==> src/rtl/sar_adc_ctrl.sv <==
// ---------------------------------------------------------------------------
// sar_adc_ctrl
// Successive-approximation ADC controller. It samples the input on the
// track/hold switch, then resolves one bit per trial, MSB first, by
// driving a trial code into the SAR DAC and reading back the external
// comparator through a two-flop synchronizer.
//
// Ports
//   CLK        system clock (PLL output)
//   reset      asynchronous, active-low reset
//   START      conversion request, level-sampled only while idle
//   CMP        asynchronous comparator, 1 = Vin >= Vdac(DAC_CODE)
//   SAMPLE_EN  track/hold control, 1 = tracking
//   DAC_CODE   trial code to the SAR DAC (holds the result after a conversion)
//   DATA       last completed conversion result
//   VALID      one-cycle strobe, DATA newly updated
//   BUSY       conversion in progress
// All outputs are registered; no input reaches an output combinationally.
// ---------------------------------------------------------------------------
module sar_adc_ctrl #(
    parameter int WIDTH         = 10,
    parameter int SAMPLE_CYCLES = 2,
    parameter int SETTLE_CYCLES = 4
) (
    input  logic             CLK,
    input  logic             reset,
    input  logic             START,
    input  logic             CMP,
    output logic             SAMPLE_EN,
    output logic [WIDTH-1:0] DAC_CODE,
    output logic [WIDTH-1:0] DATA,
    output logic             VALID,
    output logic             BUSY
);

    typedef enum logic [1:0] {
        ST_IDLE    = 2'd0,
        ST_SAMPLE  = 2'd1,
        ST_CONVERT = 2'd2
    } state_t;

    localparam int BIT_W = (WIDTH > 1) ? $clog2(WIDTH) : 1;
    localparam int SMP_W = $clog2(SAMPLE_CYCLES + 1);
    localparam int STL_W = $clog2(SETTLE_CYCLES);

    // Sample counter counts down from SAMPLE_CYCLES-1 so that the SAMPLE
    // state spans exactly SAMPLE_CYCLES edges.
    localparam logic [SMP_W-1:0] SMP_LOAD = SMP_W'(SAMPLE_CYCLES - 1);
    localparam logic [SMP_W-1:0] SMP_ZERO = {SMP_W{1'b0}};
    localparam logic [SMP_W-1:0] SMP_ONE  = SMP_W'(1'b1);
    localparam logic [STL_W-1:0] STL_LAST = STL_W'(SETTLE_CYCLES - 1);
    localparam logic [STL_W-1:0] STL_ZERO = {STL_W{1'b0}};
    localparam logic [STL_W-1:0] STL_ONE  = STL_W'(1'b1);
    localparam logic [BIT_W-1:0] BIT_MSB  = BIT_W'(WIDTH - 1);
    localparam logic [BIT_W-1:0] BIT_ZERO = {BIT_W{1'b0}};
    localparam logic [BIT_W-1:0] BIT_ONE  = BIT_W'(1'b1);
    localparam logic [WIDTH-1:0] CODE_ZERO = {WIDTH{1'b0}};
    localparam logic [WIDTH-1:0] CODE_ONE  = {{(WIDTH-1){1'b0}}, 1'b1};
    localparam logic [WIDTH-1:0] CODE_MSB  = CODE_ONE << (WIDTH - 1);

    state_t             state_r;
    state_t             state_nxt_s;
    logic [1:0]         cmp_sync_r;
    logic               cmp_s;
    logic [SMP_W-1:0]   smp_cnt_r;
    logic [SMP_W-1:0]   smp_cnt_nxt_s;
    logic [STL_W-1:0]   stl_cnt_r;
    logic [STL_W-1:0]   stl_cnt_nxt_s;
    logic [BIT_W-1:0]   bit_idx_r;
    logic [BIT_W-1:0]   bit_idx_nxt_s;
    logic               sample_en_nxt_s;
    logic               busy_nxt_s;
    logic               valid_nxt_s;
    logic [WIDTH-1:0]   dac_nxt_s;
    logic [WIDTH-1:0]   data_nxt_s;
    logic               smp_done_s;
    logic               trial_done_s;
    logic               last_trial_s;
    logic [WIDTH-1:0]   bit_mask_s;
    logic [WIDTH-1:0]   resolved_s;

    assign cmp_s = cmp_sync_r[1];

    assign smp_done_s   = (state_r == ST_SAMPLE) && (smp_cnt_r == SMP_ZERO);
    assign trial_done_s = (state_r == ST_CONVERT) && (stl_cnt_r == STL_LAST);
    assign last_trial_s = trial_done_s && (bit_idx_r == BIT_ZERO);

    // Decision for the bit under trial: drop it when the comparator says
    // Vin < Vdac, and in the same update raise the next-lower bit (the
    // shifted mask is zero once bit 0 is being resolved).
    assign bit_mask_s = CODE_ONE << bit_idx_r;
    assign resolved_s = (cmp_s ? DAC_CODE : (DAC_CODE & ~bit_mask_s)) | (bit_mask_s >> 1);

    // Two-flop synchronizer for the asynchronous comparator input.
    always_ff @(posedge CLK or negedge reset) begin
        if (!reset) begin
            cmp_sync_r <= 2'b00;
        end else begin
            cmp_sync_r <= {cmp_sync_r[0], CMP};
        end
    end

    // FSM state register.
    always_ff @(posedge CLK or negedge reset) begin
        if (!reset) begin
            state_r <= ST_IDLE;
        end else begin
            state_r <= state_nxt_s;
        end
    end

    // FSM next-state logic.
    always_comb begin
        state_nxt_s = state_r;
        case (state_r)
            ST_IDLE: begin
                if (START) begin
                    state_nxt_s = ST_SAMPLE;
                end else begin
                    state_nxt_s = ST_IDLE;
                end
            end
            ST_SAMPLE: begin
                if (smp_done_s) begin
                    state_nxt_s = ST_CONVERT;
                end else begin
                    state_nxt_s = ST_SAMPLE;
                end
            end
            ST_CONVERT: begin
                if (last_trial_s) begin
                    state_nxt_s = ST_IDLE;
                end else begin
                    state_nxt_s = ST_CONVERT;
                end
            end
            default: begin
                state_nxt_s = ST_IDLE;
            end
        endcase
    end

    // FSM output logic: next values of the registered outputs and counters.
    always_comb begin
        sample_en_nxt_s = SAMPLE_EN;
        busy_nxt_s      = BUSY;
        valid_nxt_s     = 1'b0;
        dac_nxt_s       = DAC_CODE;
        data_nxt_s      = DATA;
        smp_cnt_nxt_s   = smp_cnt_r;
        stl_cnt_nxt_s   = stl_cnt_r;
        bit_idx_nxt_s   = bit_idx_r;
        case (state_r)
            ST_IDLE: begin
                if (START) begin
                    sample_en_nxt_s = 1'b1;
                    busy_nxt_s      = 1'b1;
                    dac_nxt_s       = CODE_ZERO;
                    smp_cnt_nxt_s   = SMP_LOAD;
                end else begin
                    busy_nxt_s      = 1'b0;
                end
            end
            ST_SAMPLE: begin
                if (smp_done_s) begin
                    sample_en_nxt_s = 1'b0;
                    dac_nxt_s       = CODE_MSB;
                    bit_idx_nxt_s   = BIT_MSB;
                    stl_cnt_nxt_s   = STL_ZERO;
                end else begin
                    smp_cnt_nxt_s   = smp_cnt_r - SMP_ONE;
                end
            end
            ST_CONVERT: begin
                if (trial_done_s) begin
                    dac_nxt_s     = resolved_s;
                    stl_cnt_nxt_s = STL_ZERO;
                    if (bit_idx_r == BIT_ZERO) begin
                        data_nxt_s  = resolved_s;
                        valid_nxt_s = 1'b1;
                        busy_nxt_s  = 1'b0;
                    end else begin
                        bit_idx_nxt_s = bit_idx_r - BIT_ONE;
                    end
                end else begin
                    stl_cnt_nxt_s = stl_cnt_r + STL_ONE;
                end
            end
            default: begin
                sample_en_nxt_s = 1'b0;
                busy_nxt_s      = 1'b0;
            end
        endcase
    end

    // Output and counter registers.
    always_ff @(posedge CLK or negedge reset) begin
        if (!reset) begin
            SAMPLE_EN <= 1'b0;
            BUSY      <= 1'b0;
            VALID     <= 1'b0;
            DAC_CODE  <= CODE_ZERO;
            DATA      <= CODE_ZERO;
            smp_cnt_r <= SMP_ZERO;
            stl_cnt_r <= STL_ZERO;
            bit_idx_r <= BIT_ZERO;
        end else begin
            SAMPLE_EN <= sample_en_nxt_s;
            BUSY      <= busy_nxt_s;
            VALID     <= valid_nxt_s;
            DAC_CODE  <= dac_nxt_s;
            DATA      <= data_nxt_s;
            smp_cnt_r <= smp_cnt_nxt_s;
            stl_cnt_r <= stl_cnt_nxt_s;
            bit_idx_r <= bit_idx_nxt_s;
        end
    end

endmodule

==> config.mk <==
export PLATFORM = sky130hd
export DESIGN_NAME = sar_adc_ctrl
export DESIGN_NICKNAME = d
export VERILOG_FILES = /design/src/rtl/sar_adc_ctrl.sv
export SDC_FILE = /design/constraint.sdc
export NUM_CORES = 1
export LEC_CHECK = 0
export ABC_AREA = 1
export BUFFER_PORTS_ARGS = -buffer_cell sky130_fd_sc_hd__buf_2
export CORE_ASPECT_RATIO = 2
export CORE_MARGIN = 5
export CORE_UTILIZATION = 35
export DETAILED_ROUTE_END_ITERATION = 6
export GPL_ROUTABILITY_DRIVEN = 0
export GPL_TIMING_DRIVEN = 0
export HOLD_SLACK_MARGIN = 0.02
export PLACE_DENSITY_LB_ADDON = 0.15
export SYNTH_ARGS = -nofsm -noshare
export SYNTH_HDL_FRONTEND = slang
export SYNTH_SLANG_ARGS = --single-unit
==> constraint.sdc <==
create_clock -name CLK -period 3 [get_ports CLK]
set_clock_uncertainty 0.15 [all_clocks]
set_input_delay 0.15 -clock CLK [delete_from_list [all_inputs] [get_ports CLK]]
set_output_delay 0.15 -clock CLK [all_outputs]
set_load 0.05 [all_outputs]
## After elaboration in Yosys (flattened, before gate mapping)

Cells that the tools add are included.

| operators by class | value |
|---|---|
| add/subtract/negate cells | 3 |
| equality and inequality tests | 9 |
| reductions and logical operators | 16 |
| shifts and indexed selects | 1 |
| mux-type cells | 29 |
| bitwise gates (word level) | 5 |

Operators with widths:

| kind | number |
|---|---|
| 10-bit 2-to-1 mux | 4 |
| 10-bit case mux with 3 select lines | 1 |
| 2-bit 2-to-1 mux | 6 |
| 4-bit 2-to-1 mux | 3 |
| 3-bit AND reduction | 4 |
| 10-bit AND | 1 |
| 2-bit != test, second input constant | 5 |
| 10-bit inverter | 1 |
| 10-bit by 9-bit OR with 10-bit output | 1 |
| 1-bit by 4-bit << shifter with 10-bit output, first input constant | 1 |
| 1-bit 2-to-1 mux | 9 |
| 2-bit case mux with 2 select lines | 2 |
| 4-bit case mux with 2 select lines | 1 |
| 4-bit AND reduction | 2 |
| 1-bit case mux with 3 select lines | 2 |
| 2-bit case mux with 3 select lines | 1 |
| 2-bit equality test, second input constant | 2 |
| 2-bit zero test | 2 |
| 4-bit zero test | 1 |
| 2-bit nonzero test | 2 |
| 4-bit by 1-bit subtractor with 4-bit output, second input constant | 1 |
| 1-bit logical AND | 3 |
| 3-bit nonzero test | 1 |
| 2-bit by 1-bit adder with 2-bit output, second input constant | 1 |
| other kinds (5) | 6 |

| word-level totals | value |
|---|---|
| output and inout bits | 23 |
| input bits | 4 |
| flip-flop bits (word level) | 35 |

## Longest topological paths before layout

Gate-level depths: netlist of run 1.

| logic depth | value |
|---|---|
| word-level depth | 7 |
| gate-level depth with buffers | 10 |
| mapped depth without buffers | 10 |

## Worst setup path after synthesis of run 1

OpenSTA, ideal clock, no wires.

| timing | value |
|---|---|
| kind | register -> register |
| start | register bit_idx_r[0] |
| end | register DATA[0] |
| clock period less this slack | 1507 ps |
| stages on the path, launching flop included | 9 |
| data required time | 2732 ps |
| setup slack | 1493 ps |
| arrival | 1239 ps |
| path buffers | 1 |
| setup time | 118 ps |
| path through | dfrtp_1 > inv_1 > ha_1 > nand2_1 > nor2_4 > nand2_2 > buf_6 > nand2_1 > nand2_1 |

| between the ends | value |
|---|---|
| word-level cells in the longest chain between the ends | 5 |
| elaborated cells between the ends (all ways) | 7 |
| classes of those cells | shift: 1; mux: 1; bitwise: 3; reduce/logical: 2 |

Ends and longest elaborated chain:

| item | line | RTL |
|---|---|---|
| start: declaration | 69 | `logic [BIT_W-1:0] bit_idx_r;` |
| start signal: assignment | 215 | `bit_idx_r <= bit_idx_nxt_s;` |
| 1-bit by 4-bit << shifter with 10-bit output | 91 | `assign bit_mask_s = CODE_ONE << bit_idx_r;` |
| 10-bit inverter | 92 | `assign resolved_s = (cmp_s ? DAC_CODE : (DAC_CODE & ~bit_mask_s)) \| (bit_mask_s >> 1);` |
| 10-bit AND | 92 |  |
| 10-bit 2-to-1 mux | 92 |  |
| 10-bit by 9-bit OR with 10-bit output | 92 |  |
| end signal: assignment | 212 | `DATA <= data_nxt_s;` |
| end: declaration | 31 | `output logic [WIDTH-1:0] DATA,` |

Several ways; a longest one is shown, not always the timed one.
A chain may end at the register's enable or synchronous reset.

## Final worst setup path of run 1

| timing | value |
|---|---|
| start | register state_r[0] |
| end | register DAC_CODE[7] |

| between the ends | value |
|---|---|
| word-level cells in the longest chain between the ends | 4 |
| elaborated cells between the ends (all ways) | 11 |
| classes of those cells | eq/ne: 5; mux: 1; reduce/logical: 5 |

Ends and longest elaborated chain:

| item | line | RTL |
|---|---|---|
| start: declaration | 61 | `state_t state_r;` |
| start signal: assignment | 108 | `state_r <= state_nxt_s;` |
| 2-bit equality test or 2-bit by 1-bit equality test with 1-bit output (tied branches) | 85, 153, 84 |  |
| 1-bit logical AND, on equally long branches | 85, 84 |  |
| 2-bit != test (no line) | n/a |  |
| 4-bit AND reduction (no line) | n/a |  |
| end signal: assignment | 211 | `DAC_CODE <= dac_nxt_s;` |
| end: declaration | 30 | `output logic [WIDTH-1:0] DAC_CODE,` |

Several ways; a longest one is shown, not always the timed one.

==> results.sh, run 1 <==
export IMPL_die_area_sq_um=6570
export IMPL_ratio_of_cells_with_drive_above_1_in_the_final_layout_pct=17.3
export IMPL_worstSetupPathType="reg -> reg"
export IMPL_core_rows=36
export IMPL_period_utilisation_layout_pct=59.0
export IMPL_reg2reg_setup_slack_ps=1230
export IMPL_start_point_of_the_worst_hold_path="cmp_sync_r[0]"
export IMPL_min_path_type="reg -> reg"
export IMPL_wl_per_cell_um=13.0
export IMPL_post_route_drc_count=0
export IMPL_worstPathRequired_ps=3020
export IMPL_worst_slew_margin_rel_pct=47.0
export IMPL_detailedRoute_firstIterationViolations=47
export IMPL_clock_tree_buffer_depth=2
export IMPL_worst_hold_slack_ps=200
export IMPL_overflow=0
export IMPL_synth_sequential_area_ratio_pct=50.3
export IMPL_clkLatencyLatePin_ps=280
export IMPL_synth_top_cells_by_area="dfrtp_1 (50%), nand2_1 (19%), ha_1 (7.9%)"
export IMPL_synthesis_area_per_instance_sq_um=8.22
export IMPL_setup_worst_path_start_class="flip-flop"
export IMPL_effective_utilization_at_floorplan_pct=35.8
export IMPL_worstMarginPinSlew_ps=795
export IMPL_report_final_hold_viol_count=0
export IMPL_cts_num_sinks=35
export IMPL_post_synth_instance_area_sq_um=1740
export IMPL_path_max_fanout=7
export IMPL_hold_depth=0
export IMPL_fmaxAchievable_mhz=565
export IMPL_timing_max_transition_violations_final=0
export IMPL_placement_io_buffers=26
export IMPL_cellLeakagePower_nw=1.17
export IMPL_power_per_cell_area_nw_per_um2=1000
export IMPL_placeableCoreArea_sq_um=4860
export IMPL_regToRegEndpoint="DAC_CODE[7]"
export IMPL_drt_wl_total_mm=3.97
export IMPL_yosys_cell_types_count=22
export IMPL_post_cts_buffers=0
export IMPL_clkTransAtPathRegs_ps=70
export IMPL_die_w_um=59.9
export IMPL_layout_setup_ws_ps=1230
export IMPL_tritoncts_num_buffers=5
export IMPL_synth_seq_cells=35
export IMPL_critical_path_end_type="flip-flop"
export IMPL_most_common_library_cell_in_the_layout_ignoring_fill_and_taps="nand2_1"
export IMPL_layout_common_cells="nand2_1 (88), dfrtp_1 (35), buf_2 (26)"
export IMPL_cts_htree_levels=2
export IMPL_multi_input_area_sq_um=768
export IMPL_area_growth_pct=18.0
export IMPL_synthesis_nets=227
export IMPL_vias=1444
export IMPL_detail_route_vias_per_cell=4.72
export IMPL_maxCapViolations=0
export IMPL_num_fill_cells=530
export IMPL_place_detailed_hpwl_mm=3.10
export IMPL_synth_top_cell_by_area="dfrtp_1"
export IMPL_design_final_nets=263
export IMPL_sequential_area_sq_um=876
export IMPL_rsz0062_at_grt="no"
export IMPL_cts_root_buffer="clkbuf_8"
export IMPL_n_antenna_cell=0
export IMPL_vdd_ir_drop_worst_uv=492
export IMPL_critical_path_reg2reg_startpoint="state_r[0]"
export IMPL_netlist_instances=212
export IMPL_grt_pass1_vias=1548
export IMPL_fin_tns_setup_ps=0
export IMPL_netlist_area_leader_share_pct=50.3
export IMPL_grt_antenna_before_repair=0
export IMPL_worst_r2r_cell_count=9
export IMPL_tritoncts_clock_tree="built"
export IMPL_grt_pass1_wl_mm=7.03
export IMPL_grt_util_all_layers_pct=14.4
export IMPL_grt_max_degree=36
export IMPL_utilization_pct=42.2
export IMPL_outcome="completed"
export IMPL_dp_worst_setup_slack_ps=1250
export IMPL_dieHeight_um=110
export IMPL_remaining_antenna_violation_count=0
export IMPL_yosys_warnings=0
export IMPL_hold_path_endpoint="cmp_sync_r[1]"
export IMPL_finalCriticalPeriod_ps=1770
export IMPL_setup_viol_count_final=0
export IMPL_top_level_ports=27
export IMPL_drt_pre_antenna_iters=3
export IMPL_cp_arrival_ps=1790
critical path, stage by stage, from the launching register on:
cell and delay [ps]:
dfrtp_1 400, inv_1 90, ha_1 330, nand2_1 160, nand2_1 100, inv_1 70, nand3_1 130, inv_1 100
nand2_1 80, nand2_1 50
cells in the mapped netlist:
cell and instances:
nand2_1 88, dfrtp_1 35, o21ai_0 20, inv_1 16, nand3_1 15, ha_1 11, a21oi_1 4, nor2_1 4
inv_2 3, a31oi_1 2, nand2_2 2, nor2_4 2, buf_4 1, buf_6 1, clkbuf_1 1, clkinv_1 1
nand4_1 1, nor2_2 1, o211ai_1 1, o21ai_2 1, o31ai_1 1, or2_1 1
final cells by class:
cell class	instances	share of cell area (%)
inverters	20	3.65
plain buffers	3	1.10
clock inverters	1	0.244
well taps	57	3.47
flip-flops and latches	35	42.6
multi-input cells	154	37.4
clock buffers	7	3.71
repair buffers	29	7.80
routing by layer:
layer | GRT usage [%] | share of wire, %
met4 | 6.02 | 2.3
met5 | 0 | 0
met2 | 28.4 | 60
met1 | 13.3 | 35
met3 | 2.82 | 3.0
sequential cells by signal, summed over array words and instances, names as in the netlist:
register / count
smp_cnt_r: 2
bit_idx_r: 4
cmp_sync_r: 2
SAMPLE_EN: 1
stl_cnt_r: 2
VALID: 1
DAC_CODE: 10
state_r: 2
DATA: 10
BUSY: 1
metrics by stage:
stage	cells	power (mW)	cell area, sq um
final	306	2.06	2050
after global routing	306	2.26	2050
after CTS	306	2.10	2050
after detailed placement	295	1.76	1940
after global placement	295	1.75	1940
after floorplan	212	1.49	1740
how the worst max path moves through the flow:
stage,to,slack [ps],startpoint
6_report,DAC_CODE[7],1230,state_r[0]
5_1_grt,DAC_CODE[7],1090,state_r[0]
4_1_cts,DAC_CODE[2],1230,state_r[0]
3_5_place_dp,DAC_CODE[2],1250,state_r[0]
3_3_place_gp,DAC_CODE[2],1270,state_r[0]
2_1_floorplan,DATA[0],1490,bit_idx_r[0]
where the power goes:
part           switching (mW)  internal (mW)  leakage (nW)
sequential             0.0866          0.600         0.463
clock                   0.162          0.163        0.0422
combinational           0.756          0.295         0.668
total                    1.00           1.06          1.17
cell families (layout without fill, tap and decap cells):
| logic type | after synthesis | after routing | synth area share (%) |
|---|---|---|---|
| AOI/OAI and AO/OA | 29 | 29 | 8.98 |
| buffers and inverters | 23 | 60 | 5.60 |
| and+or+nand+nor | 114 | 114 | 27.2 |
| DFF | 35 | 35 | 50.3 |
| adders and majority gates | 11 | 11 | 7.90 |
what timing repair did:
action / in CTS / in global routing
gates resized for setup: 0 / 0
hold buffers: 3 / 0
hold endpoints to repair: 37 / 0
setup endpoints to repair: 0 / 0
(Power assumes the default switching activity.)
==> inputs of run 2 (changes only) <==
Clock period 3 ns to 1.6 ns, I/O delays scaled along.
==> results.sh, run 2 (same netlist as run 1, synthesis figures left out) <==
export IMPL_worstMarginPinSlew_ps=804
export IMPL_grt_pass1_wl_mm=7.20
export IMPL_most_common_library_cell_in_the_layout_ignoring_fill_and_taps="nand2_1"
export IMPL_area_growth_pct=30.6
export IMPL_detailedRoute_firstIterationViolations=46
export IMPL_fin_tns_setup_ps=0
export IMPL_maxCapViolations=0
export IMPL_setup_viol_count_final=0
export IMPL_clkLatencyLatePin_ps=280
export IMPL_timing_max_transition_violations_final=0
export IMPL_grt_util_all_layers_pct=14.6
export IMPL_grt_antenna_before_repair=0
export IMPL_worst_hold_slack_ps=199
export IMPL_die_w_um=59.9
export IMPL_effective_utilization_at_floorplan_pct=35.8
export IMPL_wl_per_cell_um=13.6
export IMPL_ratio_of_cells_with_drive_above_1_in_the_final_layout_pct=28.1
export IMPL_overflow=0
export IMPL_placement_io_buffers=26
export IMPL_top_level_ports=27
export IMPL_placeableCoreArea_sq_um=4860
export IMPL_report_final_hold_viol_count=0
export IMPL_rsz0062_at_grt="yes"
export IMPL_path_max_fanout=10
export IMPL_dieHeight_um=110
export IMPL_reg_top3="DAC_CODE x10, DATA x10, bit_idx_r x4"
export IMPL_layout_setup_ws_ps=38.6
export IMPL_period_utilisation_layout_pct=97.6
export IMPL_path_buf_inv=3
export IMPL_fmaxAchievable_mhz=640
export IMPL_clock_tree_buffer_depth=2
export IMPL_grt_pass1_vias=1596
export IMPL_place_detailed_hpwl_mm=3.10
export IMPL_die_area_sq_um=6570
export IMPL_remaining_antenna_violation_count=0
export IMPL_design_final_nets=274
export IMPL_num_fill_cells=506
export IMPL_cellLeakagePower_nw=1.25
export IMPL_tritoncts_num_buffers=5
export IMPL_vias=1491
export IMPL_min_path_type="reg -> reg"
export IMPL_dp_worst_setup_slack_ps=-148
export IMPL_finalCriticalPeriod_ps=1560
export IMPL_cp_arrival_ps=1590
export IMPL_clkTransAtPathRegs_ps=70
export IMPL_reg2reg_setup_slack_ps=40
export IMPL_core_rows=36
export IMPL_critical_path_end_type="flip-flop"
export IMPL_power_per_cell_area_nw_per_um2=1970
export IMPL_cts_root_buffer="clkbuf_8"
export IMPL_detail_route_vias_per_cell=4.70
export IMPL_worstSetupPathType="reg -> reg"
export IMPL_drt_pre_antenna_iters=3
export IMPL_critical_path_max_stage_delay_ps=430
export IMPL_n_antenna_cell=0
export IMPL_setup_worst_path_start_class="flip-flop"
export IMPL_tritoncts_clock_tree="built"
export IMPL_worst_slew_margin_rel_pct=46.4
export IMPL_grt_max_degree=36
export IMPL_cts_htree_levels=2
export IMPL_cts_num_sinks=35
export IMPL_critical_path_top_delay_family="flip-flops"
export IMPL_post_route_drc_count=0
export IMPL_outcome="completed"
export IMPL_worstPathRequired_ps=1620
export IMPL_crit_path_frequent_cell="nand2_1"
export IMPL_drt_wl_total_mm=4.31
export IMPL_crit_chain="inv_2 -> ha_4 -> inv_4 -> nor2_4 -> nand2_4 -> buf_6 -> nand2_1 -> nand2_1"
export IMPL_crit_path_top_delay_cell="dfrtp_1"
export IMPL_vdd_ir_drop_worst_uv=992
export IMPL_layout_common_cells="nand2_1 (83), dfrtp_1 (35), buf_2 (26)"
## run 2: cell count changes in the layout (fill, tap and decap cells not counted), moves of 2 or more
cell | previous run | this run
inv_1 | 16 | 11
buf_4 | 1 | 10
buf_6 | 1 | 3
nand2_1 | 88 | 83
nand2_4 | 0 | 4
ha_4 | 0 | 4
inv_4 | 0 | 2
nor2_4 | 2 | 4
ha_1 | 11 | 6
inv_2 | 3 | 6
## run 2: area by class of cell
type	count	area, sq um	area share [%]
tap	57	71.3	3.14
timing repair buffer	40	246	10.8
multi-input combinational	154	893	39.3
sequential	35	876	38.5
buffer	3	26.3	1.16
clock inverter	1	5.00	0.220
clock buffer	7	76.3	3.36
inverter	20	80.1	3.52
## run 2: per-stage QoR
step | utilization (%) | cell area [sq um] | cells | total power, mW
2_1_floorplan | - | 1740 | 212 | 2.80
6_report | 46.8 | 2270 | 317 | 4.48
5_1_grt | 46.8 | 2270 | 317 | 4.84
4_1_cts | 44.2 | 2150 | 313 | 4.15
3_3_place_gp | 39.9 | 1940 | 295 | 3.29
3_5_place_dp | 39.9 | 1940 | 295 | 3.30
## run 2: power breakdown
group	switching [mW]	internal (mW)
clock	0.308	0.305
combinational	1.68	0.884
sequential	0.178	1.13
total	2.16	2.31
## run 2: path summary, 6_finish.rpt
path	start	to	cells after the start
worst min-delay path	cmp_sync_r[0]	cmp_sync_r[1]	0
max in group asynchronous	reset	DATA[9]	2
worst min register to register	cmp_sync_r[0]	cmp_sync_r[1]	0
worst max register to register	state_r[0]	DATA[8]	8
worst max-delay path	state_r[0]	DATA[8]	8
min in group asynchronous	reset	bit_idx_r[2]	2
## run 2: repair_timing
action,CTS,global route
gates resized for setup,16,22
endpoints found under the setup margin,28,27
endpoints found under the hold margin,38,0
cloned,0,1
hold buffers,3,0
buffers inserted,7,3
pin swaps,3,7
## run 2: worst reg2reg max path, delay by kind of cell (launching register included)
| kind | cells | cell delay [ps] |
|---|---|---|
| DFF | 1 | 430 |
| buffers and inverters | 3 | 350 |
| and+or+nand+nor | 4 | 330 |
| adders and majority gates | 1 | 200 |
## run 2: layer usage
metal	routed length, um	part of all wire [%]	GRT usage [%]	vias to the layer above
li1	-	-	-	769
met1	1500	35	13.5	699
met2	2620	61	29.0	18
met3	114	2.6	2.82	5
met4	78	1.8	6.18	0
met5	0	0	0	-
==> inputs of run 3 (changes only) <==
Settings changed: CTS_BUF_LIST from default to sky130_fd_sc_hd__clkbuf_16.
==> results.sh, run 3 (same netlist as run 1, synthesis figures left out) <==
export IMPL_placeableCoreArea_sq_um=4860
export IMPL_post_route_drc_count=0
export IMPL_maxCapViolations=0
export IMPL_worstMarginPinSlew_ps=784
export IMPL_grt_pass1_wl_mm=7.19
export IMPL_stages_on_worst_setup_path=8
export IMPL_worst_r2r_cell_count=8
export IMPL_fmaxAchievable_mhz=628
export IMPL_cts_htree_levels=2
export IMPL_vias=1535
export IMPL_cp_startpoint="state_r[0]"
export IMPL_cts_num_sinks=35
export IMPL_area_growth_pct=40.4
export IMPL_top_level_ports=27
export IMPL_hold_depth=0
export IMPL_crit_path_top_delay_cell="dfrtp_1"
export IMPL_worstPathRequired_ps=1620
export IMPL_fin_area_sq_um=2450
export IMPL_critical_path_top_delay_family="flip-flops"
export IMPL_crit_path_frequent_cell="nand2_1"
export IMPL_drt_pre_antenna_iters=4
export IMPL_clkTransAtPathRegs_ps=60
export IMPL_n_antenna_cell=0
export IMPL_place_detailed_hpwl_mm=3.10
export IMPL_cp_arrival_ps=1610
export IMPL_power_frac_clock_pct=18.7
export IMPL_power_per_cell_area_nw_per_um2=1980
export IMPL_critical_path_end_type="flip-flop"
export IMPL_grt_pass1_vias=1579
export IMPL_outcome="completed"
export IMPL_power_internal_mw=2.61
export IMPL_reg2reg_setup_slack_ps=8
export IMPL_timing_max_transition_violations_final=0
export IMPL_placement_io_buffers=26
export IMPL_reg_top3="DAC_CODE x10, DATA x10, bit_idx_r x4"
export IMPL_design_final_nets=278
export IMPL_comb_power_share_pct=54.1
export IMPL_overflow=0
export IMPL_num_fill_cells=472
export IMPL_path_buf_inv=3
export IMPL_grt_max_degree=36
export IMPL_period_utilisation_layout_pct=99.5
export IMPL_clock_tree_buffer_depth=2
export IMPL_wl_per_cell_um=13.7
export IMPL_tritoncts_num_buffers=5
export IMPL_finalCriticalPeriod_ps=1590
export IMPL_detailedRoute_firstIterationViolations=37
export IMPL_dpl_cell_area_sq_um=1940
export IMPL_setup_worst_path_start_class="flip-flop"
export IMPL_start_point_of_the_worst_hold_path="cmp_sync_r[0]"
export IMPL_grt_antenna_before_repair=0
export IMPL_ratio_of_cells_with_drive_above_1_in_the_final_layout_pct=34.5
export IMPL_path_max_fanout=5
export IMPL_cellLeakagePower_nw=1.33
export IMPL_clkLatencyLatePin_ps=270
export IMPL_capturing_element_of_the_worst_setup_path="DATA[4]"
export IMPL_vdd_ir_drop_worst_uv=1070
export IMPL_total_switching_power_mw=2.24
export IMPL_rsz0062_at_grt="yes"
export IMPL_critical_path_max_stage_delay_ps=430
export IMPL_tritoncts_clock_tree="built"
export IMPL_regToRegEndpoint="DATA[4]"
export IMPL_netSwitchingFraction_pct=46.2
export IMPL_worst_slew_margin_rel_pct=47.7
export IMPL_power_share_of_the_sequential_group_pct=27.1
export IMPL_grt_util_all_layers_pct=14.7
export IMPL_setup_viol_count_final=0
export IMPL_die_w_um=59.9
export IMPL_report_final_hold_viol_count=0
export IMPL_totalPowerFinal_mw=4.85
export IMPL_core_rows=36
export IMPL_crit_chain="inv_2 -> ha_4 -> inv_6 -> nor2_4 -> nand2_4 -> clkbuf_16 -> nand2_1 -> nand2_1"
export IMPL_effective_utilization_at_floorplan_pct=35.8
export IMPL_critical_path_reg2reg_startpoint="state_r[0]"
export IMPL_remaining_antenna_violation_count=0
export IMPL_min_path_type="reg -> reg"
export IMPL_drt_wl_total_mm=4.39
export IMPL_dieHeight_um=110
export IMPL_die_area_sq_um=6570
export IMPL_layout_common_cells="nand2_1 (73), dfrtp_1 (35), buf_2 (26)"
export IMPL_most_common_library_cell_in_the_layout_ignoring_fill_and_taps="nand2_1"
export IMPL_worstSetupPathType="reg -> reg"
export IMPL_cts_root_buffer="clkbuf_16"
export IMPL_detail_route_vias_per_cell=4.78
## run 3: cell count changes in the layout (fill, tap and decap cells not counted), moves of 3 or more
cell | previous run | this run
nand2_1 | 83 | 73
nand2_2 | 3 | 11
clkbuf_16 | 0 | 6
clkbuf_8 | 5 | 0
buf_4 | 10 | 13
## run 3: power groups by stage
stage / Sequential [mW] / Clock (mW) / Combinational, mW
final: 1.32 / 0.909 / 2.63
after detailed placement: 1.31 / 0 / 2.00
after global routing: 1.35 / 0.971 / 2.89
after global placement: 1.30 / 0 / 1.98
after CTS: 1.30 / 0.934 / 2.22
after floorplan: 1.70 / 0 / 1.10
## run 3: metal layers
layer,GRT usage (%),wire (um),vias up
met5,0,0,-
met3,2.12,134,10
li1,-,-,781
met2,28.9,2590,26
met4,7.13,132,0
met1,13.9,1530,718
## run 3: per-stage QoR
step	TNS (ps)	setup slack (ps)	cells	hold WS (ps)	utilization [%]
2_1_floorplan	0	92.9	212	-366	-
3_3_place_gp	-2460	-133	295	39.3	39.9
3_5_place_dp	-3060	-148	295	45.0	39.9
4_1_cts	0	11.3	314	197	45.5
5_1_grt	-409	-95.9	321	221	50.3
6_report	0	8.17	321	196	50.3
## run 3: layout make-up
type	instances	area [sq um]	area share, %
buffer	3	30.0	1.23
clock buffer	5	125	5.12
clock inverter	3	12.5	0.512
inverter	20	85.1	3.48
multi-input combinational	154	952	38.9
sequential	35	876	35.8
tap	57	71.3	2.92
timing repair buffer	44	294	12.0
## run 3: worst reg2reg max path, cell delays in order, from the launching register on
cell and delay, ps:
dfrtp_1 430, inv_2 130, ha_4 210, inv_6 50
nor2_4 120, nand2_4 110, clkbuf_16 180, nand2_1 60
nand2_1 50
## run 3: timing repair
item                                   in CTS  in global routing
resized for setup                          15                 43
pin swaps                                   4                  9
setup endpoints to repair                  28                 27
endpoints found under the hold margin      38                  0
setup buffers                               8                  6
cloned                                      0                  1
hold buffers                                3                  0
## run 3: how the worst min path moves through the flow
stage	endpoint	slack [ps]
after floorplan	BUSY	-370
after global placement	cmp_sync_r[0]	40
after detailed placement	cmp_sync_r[0]	50
after CTS	cmp_sync_r[1]	200
after global routing	cmp_sync_r[1]	220
final	cmp_sync_r[1]	200
